## config.mk

```make
export PLATFORM = sky130hd
export DESIGN_NAME = video_timing_gen
export DESIGN_NICKNAME = d
export VERILOG_FILES = /design/src/rtl/video_timing_gen.sv
export SDC_FILE = /design/constraint.sdc
export NUM_CORES = 1
export LEC_CHECK = 0
export BUFFER_PORTS_ARGS = -buffer_cell sky130_fd_sc_hd__buf_4
export CORE_MARGIN = 4
export CORE_UTILIZATION = 56
export CTS_CLUSTER_DIAMETER = 120
export CTS_CLUSTER_SIZE = 14
export DETAILED_ROUTE_END_ITERATION = 7
export PLACE_DENSITY = 0.81
export RECOVER_POWER = 50
export SLEW_MARGIN = 0
export SYNTH_ARGS = -nofsm -noshare
export SYNTH_HDL_FRONTEND = slang
export SYNTH_SLANG_ARGS = --single-unit
export TNS_END_PERCENT = 50
```

## constraint.sdc

```tcl
create_clock -name clk -period 3.75 [get_ports clk]
set_input_delay 0.75 -clock clk [delete_from_list [all_inputs] [get_ports clk]]
set_output_delay 0.75 -clock clk [all_outputs]
set_load 0.005 [all_outputs]
```

## src/rtl/video_timing_gen.sv

```systemverilog
// video_timing_gen
//   Raster timing generator: pixel-enable divider, H/V counters, blank/sync/DE
//   decode, line/frame strobes and a frame counter. The NTSC/PAL and
//   single/double scan requests are shadowed and only take effect at the frame
//   wrap, so a frame never mixes two timings.
// Ports
//   clk          system clock
//   reset        asynchronous, active-low reset
//   pal          requested mode (1=PAL), sampled at frame wrap
//   scandouble   requested scan (1=double), sampled at frame wrap
//   ce_pix       pixel enable; counters advance only when high
//   hc, vc       horizontal pixel / vertical line index
//   hblank, hsync, vblank, vsync, de   decodes aligned with hc/vc
//   line_start   1-clk pulse with hc wrapping to 0
//   frame_start  1-clk pulse with hc and vc wrapping to 0
//   frame_cnt    frames completed, modulo 2^FCW
//   cur_pal, cur_sd   active (shadowed) mode
module video_timing_gen #(
  parameter int CW       = 10,
  parameter int FCW      = 8,
  parameter int H_TOTAL  = 638,
  parameter int H_BLK    = 529,
  parameter int H_SYN    = 544,
  parameter int H_SYE    = 590,
  parameter int NV_TOTAL = 262,
  parameter int NV_BLK   = 240,
  parameter int NV_SYN   = 245,
  parameter int NV_SYE   = 248,
  parameter int PV_TOTAL = 312,
  parameter int PV_BLK   = 300,
  parameter int PV_SYN   = 304,
  parameter int PV_SYE   = 308
) (
  input  logic           clk,
  input  logic           reset,
  input  logic           pal,
  input  logic           scandouble,
  output logic           ce_pix,
  output logic [CW-1:0]  hc,
  output logic [CW-1:0]  vc,
  output logic           hblank,
  output logic           hsync,
  output logic           vblank,
  output logic           vsync,
  output logic           de,
  output logic           line_start,
  output logic           frame_start,
  output logic [FCW-1:0] frame_cnt,
  output logic           cur_pal,
  output logic           cur_sd
);

  localparam logic [CW-1:0] ONE   = CW'(1);
  localparam logic [CW-1:0] H_END = CW'(H_TOTAL - 1);
  localparam logic [CW-1:0] H_B   = CW'(H_BLK);
  localparam logic [CW-1:0] H_S   = CW'(H_SYN);
  localparam logic [CW-1:0] H_E   = CW'(H_SYE);

  // Vertical limit for a given mode; double scan doubles every line count.
  function automatic logic [CW-1:0] v_lim(input logic p, input logic sd,
                                          input int n, input int pv);
    int v;
    v = p ? pv : n;
    if (sd) v = v * 2;
    return v[CW-1:0];
  endfunction

  logic          div_phase;
  logic          ht_end, vt_end, wrap;
  logic [CW-1:0] vt_m1;
  logic [CW-1:0] hc_nxt, vc_nxt;
  logic          pal_nxt, sd_nxt;
  logic [CW-1:0] vb_n, vs_n, ve_n;
  logic          hblank_n, hsync_n, vblank_n, vsync_n;

  always_comb begin
    vt_m1    = v_lim(cur_pal, cur_sd, NV_TOTAL, PV_TOTAL) - ONE;
    ht_end   = (hc == H_END);
    vt_end   = (vc == vt_m1);
    wrap     = ce_pix & ht_end & vt_end;
    hc_nxt   = hc;
    vc_nxt   = vc;
    pal_nxt  = cur_pal;
    sd_nxt   = cur_sd;
    if (ce_pix) begin
      if (ht_end) begin
        hc_nxt = '0;
        vc_nxt = vt_end ? '0 : vc + ONE;
      end else begin
        hc_nxt = hc + ONE;
      end
    end
    if (wrap) begin
      pal_nxt = pal;
      sd_nxt  = scandouble;
    end
    // Decodes are taken from the next-state counters so the registered
    // flags line up with the hc/vc they are presented alongside.
    vb_n     = v_lim(pal_nxt, sd_nxt, NV_BLK, PV_BLK);
    vs_n     = v_lim(pal_nxt, sd_nxt, NV_SYN, PV_SYN);
    ve_n     = v_lim(pal_nxt, sd_nxt, NV_SYE, PV_SYE);
    hblank_n = (hc_nxt >= H_B);
    hsync_n  = (hc_nxt >= H_S) && (hc_nxt < H_E);
    vblank_n = (vc_nxt >= vb_n);
    vsync_n  = (vc_nxt >= vs_n) && (vc_nxt < ve_n);
  end

  always_ff @(posedge clk or negedge reset) begin
    if (!reset) begin
      div_phase   <= 1'b0;
      ce_pix      <= 1'b0;
      hc          <= '0;
      vc          <= '0;
      hblank      <= 1'b0;
      hsync       <= 1'b0;
      vblank      <= 1'b0;
      vsync       <= 1'b0;
      de          <= 1'b1;
      line_start  <= 1'b0;
      frame_start <= 1'b0;
      frame_cnt   <= '0;
      cur_pal     <= 1'b0;
      cur_sd      <= 1'b0;
    end else begin
      // The wrap restarts the divider so the first pixel of a single-scan
      // frame still lasts two clocks, whatever the previous frame's scan was.
      if (wrap) begin
        ce_pix    <= scandouble;
        div_phase <= 1'b1;
      end else begin
        ce_pix    <= cur_sd | div_phase;
        div_phase <= ~div_phase;
      end
      hc          <= hc_nxt;
      vc          <= vc_nxt;
      cur_pal     <= pal_nxt;
      cur_sd      <= sd_nxt;
      hblank      <= hblank_n;
      hsync       <= hsync_n;
      vblank      <= vblank_n;
      vsync       <= vsync_n;
      de          <= ~hblank_n & ~vblank_n;
      line_start  <= ce_pix & ht_end;
      frame_start <= wrap;
      if (wrap) frame_cnt <= frame_cnt + 1'b1;
    end
  end

endmodule

```

-- Word level (Yosys, flattened, before mapping)
Cells that the tools add are included.
W data, S select, Z words.
- register bits after elaboration: 39
- output and inout port bits: 38
- logic and storage cells: 52
- $add $sub $neg: 4
- $lt $le $gt $ge: 6
- eq/ne operators: 2
- muxes and demuxes: 17
- bitwise operators: 7
- reductions and logical operators: 2
- operators by type and width (cell ; count):
    $mux W10 ; 9
    $mux W9 ; 3
    $add A10 B1 Y10 const B ; 2
    $ge A10 B10 Y1 ; 2
    $ge A10 B10 Y1 const B ; 2
    $eq A10 B10 Y1 ; 1
    $eq A10 B10 Y1 const B ; 1
    $lt A10 B10 Y1 ; 1
    $lt A10 B10 Y1 const B ; 1
    $sub A10 B1 Y10 const B ; 1
    $add A8 B1 Y8 const B ; 1
    $mux W6 ; 1
    $mux W1 ; 4
    $and A1 B1 Y1 ; 3
    $not A1 Y1 ; 3
    $logic_and A1 B1 Y1 ; 2
    $or A1 B1 Y1 ; 1

-- Depth between registers and ports, before layout
- word-level depth: 11
- depth in mapped cells: 18
- mapped depth without buffers: 17

-- Worst setup path after synthesis
OpenSTA, ideal clock, no wires.
- kind: reg-to-reg
- start: register vc[4]
- end: register vsync
- library setup time: 0.096 ns
- arrival time: 3.406 ns
- required time: 3.654 ns
- setup slack: 0.248 ns
- cell stages (with the launch flop): 16
- path buffers: 2
- period minus slack after synthesis: 3.502 ns
- cells stage by stage: dfrtp_1 -> buf_4 -> or4_4 -> nor2_2 -> nor3_2 -> nor3_4 -> buf_6 -> mux2_2 -> ha_1 -> and2b_1 -> ha_1 -> a21o_1 -> a21oi_1 -> nand2_1 -> or3_1 -> a311oi_2
- longest elaborated chain between the ends: 7
- ends and longest elaborated chain (element ; RTL line ; text):
    start: declaration ; 40 ; output logic [CW-1:0] vc,
    start signal: assignment ; 135 ; vc <= vc_nxt;
    $eq A10 B10 Y1 (*) ; 79 ; vt_end = (vc == vt_m1);
    $and A1 B1 Y1 (*) ; 80 ; wrap = ce_pix & ht_end & vt_end;
    $mux W1 (*) ; 93 ; if (wrap) begin
    via pal_nxt ; 72 ; logic pal_nxt, sd_nxt;
    $mux W9 ; 63 ; v = p ? pv : n;
    $mux W10 ; 64 ; if (sd) v = v * 2;
    $ge A10 B10 Y1 / $lt A10 B10 Y1 (equally long branches) ; 105 ; vsync_n = (vc_nxt >= vs_n) && (vc_nxt < ve_n);
    $logic_and A1 B1 Y1 (*) ; 105 ;
    via vsync_n ; 74 ; logic hblank_n, hsync_n, vblank_n, vsync_n;
    end signal: assignment ; 141 ; vsync <= vsync_n;
    end: declaration ; 44 ; output logic vsync,
Mark *: on every way through the listed nets, which the timed path passes. The rest lies on a longest branch.
A chain may end at the register's enable or synchronous reset.

-- Worst setup path after layout
- start: register cur_pal
- end: register vsync
- longest elaborated chain between the ends: 10
- ends and longest elaborated chain (element ; RTL line ; text):
    start: declaration ; 49 ; output logic cur_pal,
    start signal: assignment ; 136 ; cur_pal <= pal_nxt;
    $mux W6 ; 63 ;
    $mux W10 ; 64 ;
    $sub A10 B1 Y10 ; 77 ; vt_m1 = v_lim(cur_pal, cur_sd, NV_TOTAL, PV_TOTAL) - ONE;
    $eq A10 B10 Y1 ; 79 ;
    $and A1 B1 Y1 ; 80 ;
    $mux W1 (*) ; 93 ;
    via pal_nxt ; 72 ;
    $mux W9 ; 63 ;
    $mux W10 ; 64 ;
    $ge A10 B10 Y1 / $lt A10 B10 Y1 (equally long branches) ; 105 ;
    $logic_and A1 B1 Y1 (*) ; 105 ;
    via vsync_n ; 74 ;
Marked as above.

==> results.md <==
* Outcome: finished, violations left
* Failing checks: capacitance limit, slew limit
* IO Pins at 42
* Largest net degree at the start of global routing at 40
* Worst EP required at 3.96 ns
* Antenna Cells at 0
* Sequential-to-total area share from yosys stat at 41.6%
* Final wirelength at 5.52 mm
* CP max FO at 9
* Max cap viols at 1
* VDD IR-drop max at 0.000188 V
* Worst r2r src: cur_pal
* Worst path arrival time at 3.79 ns
* CTS tree: done
* Clock transition at path regs at 0.08 ns
* Avg Cell Area, Syn at 9.84 µm²
* Synth unique cells at 51
* CTS Hold Bufs at 0
* Synthesized area at 0.00235 mm²
* Crit. End Element: flip-flop
* Initial antenna violation count at 0
* Ys Warns at 0
* Hold Crit Class: flip-flop to flip-flop
* WL/cell at 16.2 µm
* CP peak stage delay at 0.44 ns
* Vias in the first global route at 1973
* Max Slew Vio Count at 40
* Post-synthesis adder-cell area fraction at 9.58%
* Gpl congestion at 0.967
* Initial Utilization at 58.4%
* IO buf count at 41
* Layout cells sized above 1 at 25.4%
* Area grow syn2layout at 20.4%
* Post-CTS setup buffers at 0
* Layout Skew at 0.00873 ns
* Worst-Margin Slew at 2.07 ns
* XOR/XNOR share of the synthesized area at 9.31%
* Worst r2r path cells at 14
* Slowest CP cell: dfrtp_1
* Post_cts resized at 0
* Hold-critical path depth at 1
* P_leak at 1.42 nW
* Final Hold Fails at 0
* Total Routing Usage GR at 23.1%
* Die height at 72.8 µm
* Vias per cell at 5.75
* Simple-gate share of the synthesized area at 23.0%
* Crit path max-delay family: simple AND/OR/NAND/NOR gates
* Worst path bufs/invs at 1
* Antenna Nets Post-Route at 0
* Finish-stage setup viols at 0
* # rows at 23
* Top FF cell, synth: dfrtp_1
* Post-synth EDFFs at 0
* Critical Path Most Common Cell: ha_1
* Mux cell area share after synthesis at 1.81%
* CTS Buffer Depth at 2
* Core region area at 0.00403 mm²
* Iter 0 DRT Violations at 169
* First-pass GRT wire length at 9.42 mm
* Slew margin rel. at -38.0%
* NumNets Final at 312
* Post-route DRC at 0
* Post-route core utilization at 70.3%
* Crit path depth at 14
* Critical path type: flip-flop to flip-flop
* Die area at 0.00530 mm²
* Largest family of logic cells by synthesized area: simple AND/OR/NAND/NOR gates
* Die X at 72.8 µm
* RSZ-0062 raised after global routing: false
* Cts bufs inserted at 5
* Final HPWL DP at 4.16 mm
* Crit-path cells: buf_4, or2_2, a21oi_1, nor3_2, nor3_4, mux2_2, ha_1, and2b_1, ha_1, a21o_1, a21oi_2, nand2_1, or3_1, a311oi_2
* DRT Pass-1 Iters at 4
* Worst-Skew Late Latency at 0.30 ns
* H-tree depth at 2
* Via count at 1960
* Fill count at 326
* Post-synthesis instance total at 239
* Syn nets at 261
* Worst hold path startpoint: div_phase
* TritonCTS Sinks at 39
* Cell Pwr Density at 253 mW/mm²
* Compound-gate portion of the synthesized area at 10.6%
* Seq cells post-synth at 39
* GRT Residual Overflow at 0
* Hold WS at 0.440 ns
* Root Driver: clkbuf_8
* Setup crit start kind: flip-flop
* Final worst path period share at 95.6%
* Async set-reset flop share out of synthesis at 100%
* Max frequency at 279 MHz
* CP Launch Point: cur_pal
* Final setup TNS at 0 ns
* Fin crit period at 3.59 ns
==> cell families after synthesis <==
group / Yosys count
AO/OA/AOI/OAI: 36
XOR/XNOR: 25
adder cells (fa/ha/maj): 18
buffers and inverters: 19
flip-flops: 39
multiplexers: 4
AND/OR/NAND/NOR: 98
==> power by group <==
part | total, W | switching [W] | internal [W]
clock | 0.000286 | 0.000156 | 0.000129
sequential | 0.000420 | 0 | 0.000420
combinational | 0.0000109 | 0.00000908 | 0.00000178
==> per-layer routing <==
| metal | part of all wire (%) | track usage, % | vias up |
|---|---|---|---|
| met3 | 5.6 | 5.23 | 14 |
| li1 | - | - | 947 |
| met4 | 2.3 | 8.61 | 0 |
| met1 | 46 | 31.6 | 932 |
| met2 | 46 | 35.7 | 67 |
| met5 | 0 | 0 | - |
==> registers in the layout, summed over array words and instances (netlist names) <==
name / count
de: 1
hsync: 1
ce_pix: 1
cur_pal: 1
cur_sd: 1
hc: 10
hblank: 1
frame_start: 1
vc: 10
vblank: 1
div_phase: 1
frame_cnt: 8
vsync: 1
line_start: 1
==> worst reg2reg max path: stages, from the launching register on <==
cell,delay (ns)
dfrtp_1,0.44
buf_4,0.19
or2_2,0.29
a21oi_1,0.18
nor3_2,0.10
nor3_4,0.26
mux2_2,0.41
ha_1,0.27
and2b_1,0.21
ha_1,0.24
a21o_1,0.17
a21oi_2,0.18
nand2_1,0.06
or3_1,0.32
a311oi_2,0.19
==> per-stage QoR <==
stage / power (W) / instance area [µm²] / instances / setup slack, ns
5_1_grt: 0.000750 / 2830 / 341 / 0.0135
3_5_place_dp: 0.000441 / 2750 / 333 / 0.181
6_report: 0.000717 / 2830 / 341 / 0.164
2_1_floorplan: 0.000429 / 2350 / 239 / 0.248
4_1_cts: 0.000722 / 2840 / 341 / 0.134
3_3_place_gp: 0.000440 / 2750 / 333 / 0.280
==> synthesized netlist by cell type, types with 2 or more instances <==
| cell | number | area (µm²) |
|---|---|---|
| xnor2_1 | 14 | 123 |
| nor3_1 | 5 | 25.0 |
| o41ai_1 | 3 | 26.3 |
| mux2_2 | 2 | 22.5 |
| buf_2 | 5 | 25.0 |
| buf_6 | 2 | 22.5 |
| mux2i_1 | 2 | 20.0 |
| xor2_1 | 11 | 96.3 |
| nand2_1 | 22 | 82.6 |
| inv_1 | 10 | 37.5 |
| nand4b_1 | 2 | 17.5 |
| nor2b_1 | 4 | 25.0 |
| or3_1 | 2 | 12.5 |
| nand2b_1 | 3 | 18.8 |
| ha_1 | 18 | 225 |
| nor2_1 | 18 | 67.6 |
| and3_1 | 3 | 18.8 |
| or2_2 | 2 | 12.5 |
| a21oi_1 | 6 | 30.0 |
| dfrtp_1 | 38 | 951 |
| nand3_1 | 9 | 45.0 |
| nand4_1 | 10 | 62.6 |
| nor3_4 | 2 | 32.5 |
| a211oi_1 | 2 | 15.0 |
| nor2_2 | 4 | 25.0 |
| o21ai_0 | 9 | 45.0 |
| nor4_1 | 2 | 12.5 |
| nand3b_1 | 2 | 15.0 |
| a21o_1 | 2 | 15.0 |
| o31ai_1 | 3 | 22.5 |
| a31oi_1 | 2 | 12.5 |
==> cell type report <==
type,count,area (µm²),area share [%]
Sequential cell,39,977,34.5
Clock buffer,5,68.8,2.43
Tap cell,50,62.6,2.21
Clock inverter,3,20.0,0.707
Multi-Input combinational cell,181,1280,45.2
Inverter,11,41.3,1.46
Timing Repair Buffer,52,383,13.5
==> final timing paths <==
path,endpoint,slack (ns)
min in group asynchronous,hc[4],1.04
worst min register to register,div_phase,0.44
worst min-delay path,div_phase,0.44
max in group asynchronous,hc[2],1.53
worst max register to register,vsync,0.16
worst max-delay path,vsync,0.16
==> cell usage in the layout (no fill, tap or decap), types with 9 or more instances in the layout <==
master / count
buf_4: 38
dfrtp_1: 38
xnor2_1: 14
nand4_1: 10
nand2_1: 22
xor2_1: 11
inv_1: 11
nor2_1: 19
nand3_1: 9
ha_1: 18
o21ai_0: 9
clkbuf_4: 12
Note: power is estimated with default switching activity, not from simulation.
